**src/rtl/lbdr_route_unit.sv**
```systemverilog
// LBDR route computation for one router input port. It computes the output port once per
// packet from the header flit and holds it until the tail flit is popped.
module lbdr_route_unit #(
    parameter int              X_W        = 2,
    parameter int              Y_W        = 2,
    parameter int              ID_W       = 3,
    parameter logic [ID_W-1:0] HEADER_ID  = 3'b001,
    parameter logic [ID_W-1:0] TAIL_ID    = 3'b100,
    parameter bit              DEROUTE_EN = 1'b1
) (
    input  logic               clk,
    input  logic               rst,
    input  logic               cfg_load,
    input  logic [7:0]         Rxy_cfg,
    input  logic [3:0]         Cx_cfg,
    input  logic [1:0]         dr_cfg,
    input  logic [X_W+Y_W-1:0] cur_addr_cfg,
    input  logic               empty,
    input  logic [ID_W-1:0]    flit_id,
    input  logic [X_W+Y_W-1:0] dst_addr,
    input  logic               flit_read,
    output logic               route_req,
    input  logic               route_grant,
    output logic               Nport,
    output logic               Eport,
    output logic               Wport,
    output logic               Sport,
    output logic               Lport,
    output logic               route_err
);

    localparam logic [1:0] S_IDLE   = 2'd0;
    localparam logic [1:0] S_REQ    = 2'd1;
    localparam logic [1:0] S_ACTIVE = 2'd2;
    localparam logic [1:0] S_DROP   = 2'd3;

    logic [1:0]         r_state;
    logic [4:0]         r_port;
    logic               r_err;
    logic [7:0]         r_rxy;
    logic [3:0]         r_cx;
    logic [1:0]         r_dr;
    logic [X_W+Y_W-1:0] r_cur;

    logic [X_W-1:0] w_xCur, w_xDst;
    logic [Y_W-1:0] w_yCur, w_yDst;
    logic           w_n1, w_s1, w_e1, w_w1, w_l;
    logic           w_nCand, w_eCand, w_wCand, w_sCand;
    logic           w_header, w_tailPop, w_blocked;
    logic [4:0]     w_sel;

    assign w_xCur = r_cur[X_W-1:0];
    assign w_yCur = r_cur[X_W+Y_W-1:X_W];
    assign w_xDst = dst_addr[X_W-1:0];
    assign w_yDst = dst_addr[X_W+Y_W-1:X_W];

    assign w_n1 = (w_yDst < w_yCur);
    assign w_s1 = (w_yCur < w_yDst);
    assign w_e1 = (w_xCur < w_xDst);
    assign w_w1 = (w_xDst < w_xCur);
    assign w_l  = ~(w_n1 | w_s1 | w_e1 | w_w1);

    // Rxy bit order: 0 Rne, 1 Rnw, 2 Ren, 3 Res, 4 Rwn, 5 Rws, 6 Rse, 7 Rsw
    assign w_nCand = ((w_n1 & ~w_e1 & ~w_w1) | (w_n1 & w_e1 & r_rxy[0]) | (w_n1 & w_w1 & r_rxy[1])) & r_cx[0];
    assign w_eCand = ((w_e1 & ~w_n1 & ~w_s1) | (w_e1 & w_n1 & r_rxy[2]) | (w_e1 & w_s1 & r_rxy[3])) & r_cx[1];
    assign w_wCand = ((w_w1 & ~w_n1 & ~w_s1) | (w_w1 & w_n1 & r_rxy[4]) | (w_w1 & w_s1 & r_rxy[5])) & r_cx[2];
    assign w_sCand = ((w_s1 & ~w_e1 & ~w_w1) | (w_s1 & w_e1 & r_rxy[6]) | (w_s1 & w_w1 & r_rxy[7])) & r_cx[3];

    assign w_header  = ~empty & (flit_id == HEADER_ID);
    assign w_tailPop = flit_read & (flit_id == TAIL_ID);

    // Port vector is {L,S,W,E,N}, so the deroute code doubles as the bit index and C-bit index.
    always_comb begin
        w_sel     = 5'b00000;
        w_blocked = 1'b0;
        if (w_l)
            w_sel = 5'b10000;
        else if (w_nCand)
            w_sel = 5'b00001;
        else if (w_eCand)
            w_sel = 5'b00010;
        else if (w_wCand)
            w_sel = 5'b00100;
        else if (w_sCand)
            w_sel = 5'b01000;
        else if (DEROUTE_EN && r_cx[r_dr])
            w_sel = 5'b00001 << r_dr;
        else
            w_blocked = 1'b1;
    end

    always_ff @(posedge clk) begin
        if (rst) begin
            r_state <= S_IDLE;
            r_port  <= 5'b00000;
            r_err   <= 1'b0;
            r_rxy   <= Rxy_cfg;
            r_cx    <= Cx_cfg;
            r_dr    <= dr_cfg;
            r_cur   <= cur_addr_cfg;
        end else begin
            r_err <= 1'b0;
            case (r_state)
                S_IDLE: begin
                    if (cfg_load) begin
                        r_rxy <= Rxy_cfg;
                        r_cx  <= Cx_cfg;
                        r_dr  <= dr_cfg;
                        r_cur <= cur_addr_cfg;
                    end
                    if (w_header) begin
                        if (w_blocked) begin
                            r_err   <= 1'b1;
                            r_state <= S_DROP;
                        end else begin
                            r_port  <= w_sel;
                            r_state <= S_REQ;
                        end
                    end
                end
                S_REQ: begin
                    if (route_grant)
                        r_state <= S_ACTIVE;
                end
                S_ACTIVE: begin
                    if (w_tailPop) begin
                        r_port  <= 5'b00000;
                        r_state <= S_IDLE;
                    end
                end
                S_DROP: begin
                    if (w_tailPop)
                        r_state <= S_IDLE;
                end
                default: begin
                    r_port  <= 5'b00000;
                    r_state <= S_IDLE;
                end
            endcase
        end
    end

    assign route_req = (r_state == S_REQ);
    assign route_err = r_err;
    assign Nport     = r_port[0];
    assign Eport     = r_port[1];
    assign Wport     = r_port[2];
    assign Sport     = r_port[3];
    assign Lport     = r_port[4];

endmodule

```
**config.mk**
```make
export PLATFORM = sky130hd
export DESIGN_NAME = lbdr_route_unit
export DESIGN_NICKNAME = d
export VERILOG_FILES = /design/src/rtl/lbdr_route_unit.sv
export SDC_FILE = /design/constraint.sdc
export NUM_CORES = 1
export LEC_CHECK = 0
export CAP_MARGIN = 20
export CORE_MARGIN = 1.5
export CORE_UTILIZATION = 45
export DETAILED_ROUTE_END_ITERATION = 16
export PLACE_DENSITY = 0.81
export SETUP_SLACK_MARGIN = 0.15
export SYNTH_ARGS = -nofsm -noshare
export SYNTH_HDL_FRONTEND = slang
export SYNTH_SLANG_ARGS = --single-unit
```
**constraint.sdc**
```tcl
create_clock -name clk -period 3.4 [get_ports clk]
set_input_delay 0.34 -clock clk [delete_from_list [all_inputs] [get_ports clk]]
set_output_delay 0.34 -clock clk [all_outputs]
set_load 0.01 [all_outputs]
```
==> results.cfg <==
[power_and_ir_drop]
p_sw_share_pct = 25.2
p_per_area_nw_per_um2 = 372
p_seq_share_pct = 55.3
leakagePower_nw = 0.661
ir_worst_vdd_v = 0.000288
p_switching_w = 0.000169
intPower_w = 0.000502
total_power_w = 0.000671
p_comb_share_pct = 21.6
pwr-share-clk_pct = 23.1

[worst_setup_path]
path_class = in -> reg
crit_family = simple AND/OR/NAND/NOR gates
cp.buffers_inverters = 2
max_stage_delay_ns = 0.45
path_max_fanout = 5
startpoint_type = input pin
crit_arrival_ns = 2.72
slowest_stage = clkdlybuf4s50_1
crit_chain = clkdlybuf4s50_1 > inv_1 > ha_1 > nor2b_4 > or3_1 > o2111a_1 > nand4bb_4 > o311ai_4 > mux2i_1
cp-end-kind = register
crit_required_ns = 3.66

[sta]
rsz0062_at_grt = false
setup_viol = 0
fin_skew_ns = 0.0107
finalCritPeriodShare_pct = 72.4
tns_ns = 0
slew_viol_final = 0
fmax_mhz = 406
slew_headroom_pct = 54.3
post-route-min-period_ns = 2.46
finalHoldViolCount = 0
tightest_slew_ns = 0.685

[cts]
htreeDepth = 1
postCtsSetupRepairBufs = 0
clk_path_buf_depth = 2
cts_buffers = 3
root_buffer = clkbuf_4
insertion_delay_ns = 0.33
holdBufCountCts = 0
ctsResizeCount = 0
cts_tree = done
path_clk_slew_ns = 0.14
clock_sinks = 26

[logic_synthesis]
synth_area_sq_um = 1370
synth_top_area_share_pct = 39.6
syn-num-nets = 149
synth_mux_area_share_pct = 6.14
synth_cell_types = 39
synth_enable_flop_cells = 18
seq_area_frac_synth_pct = 51.3
avgSynthCellArea_sq_um = 12.0
synthArstFlopShare_pct = 0
yosys_register_bits = 26
synthAdderAreaFrac_pct = 3.66
synth_flop_cell = edfxtp_1
synthTopCellsByArea = edfxtp_1 (40%), dfxtp_1 (12%), ha_1 (3.7%), mux2i_1 (3.7%), nand2b_1 (3.2%)
yosys_warnings = 0
synthXorXnorAreaFrac_pct = 0
yosys.area_share.simple_pct = 21.2
synth_top_family_by_area = simple AND/OR/NAND/NOR gates
synth_cells = 114
synth_compound_gate_area_share_pct = 15.5
synth.largest_area_cell = edfxtp_1

[die]
dieArea_sq_um = 3380
num_rows = 19
die_h_um = 58.1
ios = 38
die_x_um = 58.1
start_util_pct = 48.3
core_area_sq_um = 2830

[grt]
grt_use_total_pct = 16.5
grt_pass1_wl_mm = 4.19
grt_max_degree = 19
grt_pass1_vias = 1000
gr-total-overflow = 0
antenna_found_initial = 0

[final_layout]
final_common_cell = clkdlybuf4s50_1
final_cells = 184
design_area_sq_um = 1800
multi_input_area_sq_um = 636
area_delta_synth_final_pct = 32.1
ff_latch_area_sq_um = 701
n_antenna_cell = 0
layout.nets = 189
drive_gt1_share_pct = 7.19
layout_common_cells = clkdlybuf4s50_1 (37), edfxtp_1 (18), nor2_1 (9)
nFillCells = 234

[route]
first_pass_iters = 11
drt-total-wl_mm = 2.58
vias_per_cell = 5.65
vias = 1040
avgRoutedWirePerCell_um = 14.0
dr.first_iter.drc_count = 69
ant_nets = 0
drc_errors = 4

[placed_design]
io_buffer_count = 37
place_area_sq_um = 1770
dp.cells = 180
hpwl_mm = 2.02
gp_congestion = 0.837

[run]
drv_cap = 0

[hold_path]
hold_path_class = reg -> reg

[status]
violations = DRC
status = finished, violations left
-- metal layers --
layer / up-vias / wire length, um / track usage (%)
met5: - / 0 / 0
met4: 0 / 40 / 6.64
met3: 6 / 171 / 3.13
met2: 44 / 1290 / 29.9
met1: 481 / 1080 / 19.2
li1: 509 / - / -
-- worst register-to-register path: stages, from the launching register on --
cell and delay [ns]:
edfxtp_1 0.39, ha_1 0.29, nor2b_4 0.14, or3_1 0.34
o2111a_1 0.20, nand4bb_4 0.26, o311ai_4 0.40, mux2i_1 0.25
-- cell type report --
class | instances | share of cell area [%]
Tap cell | 31 | 2.15
Multi-Input combinational cell | 80 | 35.2
Sequential cell | 26 | 38.8
Timing Repair Buffer | 37 | 20.5
Clock buffer | 4 | 2.01
Inverter | 6 | 1.25
-- stage by stage --
stage | util (%) | hold slack [ns] | worst slack, ns
floorplan | - | 0.439 | 1.25
global placement | 62.5 | 0.466 | 0.718
detailed placement | 62.5 | 0.470 | 0.589
CTS | 63.8 | 0.491 | 0.936
global route | 63.8 | 0.521 | 0.840
finish | 63.8 | 0.487 | 0.938
-- power by group through the flow --
stage	sequential (W)	combinational [W]	clock [W]
6_report	0.000371	0.000145	0.000155
5_1_grt	0.000374	0.000156	0.000175
4_1_cts	0.000371	0.000145	0.000159
3_5_place_dp	0.000378	0.000144	0
3_3_place_gp	0.000377	0.000139	0
2_1_floorplan	0.000373	0.0000912	0
-- cells by family (layout without fill, tap and decap cells) --
group | count (synthesis) | after routing
AO/OA/AOI/OAI | 22 | 22
adder cells (fa/ha/maj) | 4 | 4
buffers and inverters | 8 | 47
flip-flops | 26 | 26
multiplexers | 7 | 7
AND/OR/NAND/NOR | 47 | 47
-- final timing paths --
path / startpoint / end / slack [ns] / cells after the start
max: dst_addr[3] / r_port[2]$_SDFFE_PP0P_ / 0.94 / 9
min: r_port[1]$_SDFFE_PP0P_ / r_port[1]$_SDFFE_PP0P_ / 0.49 / 2
max reg2reg: r_cur[3]$_DFFE_PP_ / r_port[2]$_SDFFE_PP0P_ / 1.05 / 7
min reg2reg: r_port[1]$_SDFFE_PP0P_ / r_port[1]$_SDFFE_PP0P_ / 0.49 / 2
-- state kept, by name, indices dropped and copies added, names as in the netlist --
signal and flops:
r_cx 4, r_port 5, r_dr 2, r_cur 4, route_err 1, r_rxy 8
r_state 2
-- Yosys cell counts (2+ instances only) --
| cell | count |
|---|---|
| a21oi_1 | 5 |
| dfxtp_1 | 8 |
| edfxtp_1 | 18 |
| ha_1 | 4 |
| inv_1 | 6 |
| mux2i_1 | 5 |
| nand2_1 | 6 |
| nand2b_1 | 7 |
| nand3_1 | 4 |
| nor2_1 | 9 |
| nor2b_1 | 3 |
| nor3_1 | 3 |
| nor4b_1 | 3 |
| o2111a_1 | 2 |
| o21ai_0 | 2 |
| o21ai_1 | 2 |
| or3_1 | 5 |
(Power assumes the default switching activity.)
==> RTL edit 1 (same flow settings) <==
Set the parameter `DEROUTE_EN` to 1'b0 (it was 1'b1).
--- a/src/rtl/lbdr_route_unit.sv
+++ b/src/rtl/lbdr_route_unit.sv
@@ -6,7 +6,7 @@
     parameter int              ID_W       = 3,
     parameter logic [ID_W-1:0] HEADER_ID  = 3'b001,
     parameter logic [ID_W-1:0] TAIL_ID    = 3'b100,
-    parameter bit              DEROUTE_EN = 1'b1
+    parameter bit              DEROUTE_EN = 1'b0
 ) (
     input  logic               clk,
     input  logic               rst,
Behaviour: not the same (Yosys sat finds a counterexample within 4 cycles, from zero or initial values and one cycle with rst high).
==> RTL edit 1 against the original RTL <==
  * Area after synthesis down 13%
  * Sequential cell count shrank 2
  * Register-to-register slack better by 0.22 ns
  * Setup slack improved by 0.24 ns
  * Routed wire length down 14%
  * Via count fell by 13%
  * Non-clock buffer count decreased by 2
  * Count of clock-buffer cells in the layout fell by 1
  * Final area down 10%
  * Total power is 1.2% lower
  * Critical path depth stayed put
  * Critical path type unchanged
  * Critical endpoint is now r_port[1]$_SDFFE_PP0P_
  * Largest power group unchanged
  * Highest routed layer unchanged
==> RTL edit 1: results (changes against the original RTL) <==
crit path DAT 2.45 ns (-0.27 ns); CTS resizes 0 (unchanged); largest net degree at the start of global routing 17 (-2); H-tree Lvls 1 (unchanged); hold path depth 2 (unchanged); Yosys cell types 37 (-5.1%); top post-synthesis cells by area edfxtp_1, dfxtp_1, ha_1, inv_1, o32ai_1; Max-slew headroom 57.58% (+3.2 points); sequential share of the synthesized area 53.89% (+2.6 points); GP Congestion 0.7875 (-5.9%); # diodes 0 (unchanged); status completed; Vias 907 (-13%); Top Registers r_rxy x8, r_port x5; Synthesized Nets 137 (-8.1%); Compound-Gate Fraction of Synth Area 16.63% (+1.2 points); worst hold path type reg -> reg; placed cell area 1569 um^2 (-11%); Num CTS Buffers 3 (unchanged); CTS Root Cell clkbuf_4; reg2reg path depth 8 (+1); CP peak stage delay 0.45 ns (about the same); Yosys warning count 0 (unchanged); port bufs 35 (-5.4%); All-Layer GR Usage 15.53% (-1.0 points); DP HPWL 1.719 mm (-15%); initial antenna violation count 0 (unchanged); Rows 18 (-1); wire per inst 13.22 um (-5.8%); Async S/R FF share, synth 0% (unchanged); LEAKAGE 0.0005933 uW (-10%); Layout Nets 175 (-7.4%); worst-skew pair later-pin latency 0.32 ns; first-pass GRT wire length 3.298 mm (-21%); slowest cell on the critical path clkdlybuf4s50_1; CP top delay family compound AO/OA/AOI/OAI gates; mux share of post-synthesis cell area 0.9474% (-5.2 points); iteration count of the initial detailed-routing pass 4 (-7); layout cells sized above 1 11.51% (+4.3 points); Clock Pin Slew Worst Setup and Hold Paths 0.14 ns (about the same); Post-synth EDFFs 16 (-2); CTS Buffer Depth 2 (unchanged); commonest cells in the netlist edfxtp_1, inv_1, nor2_1; first-iteration detailed-routing DRC count 21 (-70%); Max VDD drop 293.0 uV (+1.9%); vias in the first global route 846 (-15%); Crit Path Max Fanout 4 (-1); Post-Synth Adder-Cell Area 4.211% (+0.55 points); Final Skew 0.01204 ns (+0.001312 ns)
RTL edit 1: where the power goes:
part	switching (uW)	internal [uW]	leakage, uW
clock	86.2	119	0.0000279
combinational	57.4	64.1	0.000338
sequential	6.57	330	0.000227
total	150	513	0.000593
RTL edit 1: final cells by class:
type                       count  area [um^2]
multi-input combinational     66        503.0
inverter                      10        37.54
clock inverter                 1        30.03
sequential                    24        640.6
tap                           30        37.54
fill                         211        855.8
timing repair buffer          35        350.3
clock buffer                   3        22.52
RTL edit 1: final timing paths:
kind / startpoint / end / slack (ns)
setup / recovery: dst_addr[3] / r_port[1]$_SDFFE_PP0P_ / 1.18
setup reg to reg: r_cur[1]$_DFFE_PP_ / r_port[4]$_SDFFE_PP0P_ / 1.27
hold / removal: r_port[2]$_SDFFE_PP0P_ / r_port[2]$_SDFFE_PP0P_ / 0.49
hold reg to reg: r_port[2]$_SDFFE_PP0P_ / r_port[2]$_SDFFE_PP0P_ / 0.49
RTL edit 1: layer usage:
metal | GRT usage (%) | vias up | wire length [um]
met3 | 3.279 | 4 | 143
met2 | 29.52 | 35 | 1124
met5 | 0 | - | 0
met1 | 17.46 | 410 | 946
met4 | 3.750 | 0 | 20
li1 | - | 458 | -
RTL edit 1: stage by stage:
stage	std cells	util (%)	setup slack, ns	power, uW	hold slack [ns]
after detailed placement	165	63.33	0.8725	463.5	0.4723
final	169	65.45	1.175	663.1	0.4889
after global routing	169	65.45	1.031	687.8	0.4949
after global placement	165	63.33	0.8963	460.6	0.4703
after CTS	169	65.45	1.191	666.7	0.4879
after floorplan	102	-	1.428	413.3	0.4389
==> RTL edit 2 (same settings) <==
Without the edit above. Put one more register stage on the output `route_err`. The value now appears one clock later. The other outputs are not delayed to match.
--- a/src/rtl/lbdr_route_unit.sv
+++ b/src/rtl/lbdr_route_unit.sv
@@ -141,7 +141,9 @@
     end
 
     assign route_req = (r_state == S_REQ);
-    assign route_err = r_err;
+    always_ff @(posedge clk) begin
+        route_err <= r_err;
+    end
     assign Nport     = r_port[0];
     assign Eport     = r_port[1];
     assign Wport     = r_port[2];
Formal check against the unedited RTL: not equivalent (a bounded check fails within 4 cycles, from zero or initial values and one cycle with rst high).
==> RTL edit 2 against the original RTL <==
  * Sequential cell count grew 1
  * Largest cell class unchanged
  * Total power shrank 0.43%
  * Register-to-register slack got worse by 0.03 ns
  * Highest routed layer unchanged
  * Core utilization increased by 0.35 points
  * Setup slack worse by 0.0038 ns
  * Critical endpoint is now r_state[1]$_SDFFE_PP0P_
  * Final area grew 0.55%
  * Area after synthesis increased by 1.5%
  * Critical path type unchanged
  * Routed wire length is 5.0% higher
==> RTL edit 2: results (changes against the original RTL) <==
total setup buffers inserted after CTS 0 (unchanged); All-Layer GR Usage 16.71% (+0.18 points); Layout Nets 190 (+0.53%); wire per inst 14.65 um (+4.4%); Crit Path Max Fanout 5 (unchanged); CTS Root Cell clkbuf_4; Max VDD drop 279.9 uV (-2.7%); Final Skew 0.003671 ns (-0.007054 ns); Syn Area/Cell 12.06 um^2 (+0.58%); Place WS 0.5976 ns (+0.008165 ns); Worst-Margin Slew 0.6730 ns (-0.01193 ns); vias in the first global route 987 (-1.3%); Fill cells 229 (-2.1%); CP peak stage delay 0.46 ns; LEAKAGE 0.0006634 uW (+0.31%); # diodes 0 (unchanged); worst hold path type reg -> reg; status completed; maxcap violations 0 (unchanged); Post-synth EDFFs 18 (unchanged); top post-synthesis cells by area edfxtp_1, dfxtp_1, ha_1, mux2i_1, nand2b_1; first-iteration detailed-routing DRC count 67 (-2.9%); layout cells sized above 1 6.494% (-0.70 points); Vias 1038 (-0.19%); CTS resizes 0 (unchanged); Async S/R FF share, synth 0% (unchanged); CP top delay family simple AND/OR/NAND/NOR gates; GP Congestion 0.8830 (+5.5%); Clock Pin Slew Worst Setup and Hold Paths 0.14 ns (about the same); H-tree Lvls 1 (unchanged); first-pass GRT wire length 4.264 mm (+1.8%); slowest cell on the critical path clkdlybuf4s50_1; vias per cell 5.611 (-0.73%); Synthesized Nets 150 (+0.67%); iteration count of the initial detailed-routing pass 4 (-7); Top Registers r_rxy x8, r_port x5; Yosys cell types 39 (unchanged); port bufs 37 (unchanged); initial antenna violation count 0 (unchanged); Num CTS Buffers 3 (unchanged); worst-skew pair later-pin latency 0.33 ns (about the same); sequential share of the synthesized area 51.99% (+0.70 points); largest net degree at the start of global routing 19 (unchanged); Yosys warning count 0 (unchanged); dpl cells 181 (+0.56%); CTS Buffer Depth 2 (unchanged); commonest cells in the netlist edfxtp_1, dfxtp_1, nor2_1; crit path DAT 2.72 ns (about the same)
[RTL edit 2: changes by cell type in the layout (fill, tap and decap cells not counted), sizes merged]
cell   unedited run  this run
dfxtp             8         9
[RTL edit 2: routing by layer]
layer  vias up  track usage [%]  share of wire [%]
li1        514                -                  -
met1       472            19.43                 40
met2        47            29.86                 51
met3         5            2.637                7.6
met4         0            7.973                1.5
met5         -                0                  0
[RTL edit 2: logic make-up after synthesis]
kind of cell / Yosys count / share of synthesized area [%]
AOI/OAI and AO/OA: 22 / 15.25
adders and majority gates: 4 / 3.610
and+or+nand+nor: 47 / 20.94
muxes: 7 / 6.047
buffers and inverters: 8 / 2.165
DFF: 27 / 51.99
[RTL edit 2: worst paths after layout]
check                     start                       to  slack, ns  cells past startpoint
max reg2reg  r_cur[1]$_DFFE_PP_  r_state[1]$_SDFFE_PP0P_       1.02                      8
max                 dst_addr[3]  r_state[1]$_SDFFE_PP0P_       0.93                      9
min reg2reg    r_err$_SDFF_PP0_        route_err$_DFF_P_       0.34                      0
min            r_err$_SDFF_PP0_        route_err$_DFF_P_       0.34                      0
[RTL edit 2: cell type report]
class	instances	area (um^2)	area share [%]
Clock buffer	4	26.28	1.448
Inverter	6	22.52	1.241
Multi-Input combinational cell	80	635.6	35.03
Sequential cell	27	720.7	39.72
Tap cell	31	38.79	2.138
Timing Repair Buffer	37	370.4	20.41
[RTL edit 2: through the flow]
| step | util [%] | cell area, um^2 |
|---|---|---|
| 6_report | 64.13 | 1814 |
| 5_1_grt | 64.13 | 1814 |
| 4_1_cts | 64.13 | 1814 |
| 3_5_place_dp | 63.20 | 1788 |
| 3_3_place_gp | 63.20 | 1788 |
| 2_1_floorplan | - | 1386 |
[RTL edit 2: power by group]
part           leakage [uW]  internal [uW]  switching (uW)  total, uW
combinational      0.000393           76.9            68.3        145
clock             0.0000150           46.1            94.3        140
sequential         0.000255            371            11.5        382
[RTL edit 2: worst register-to-register path, stage by stage, from the launching register on]
cell and delay [ns]:
edfxtp_1 0.34, inv_1 0.04, ha_1 0.31, nor2b_1 0.18, or2_1 0.30, o2111a_1 0.21, nand4bb_4 0.27, or3_1 0.39
a221oi_2 0.25
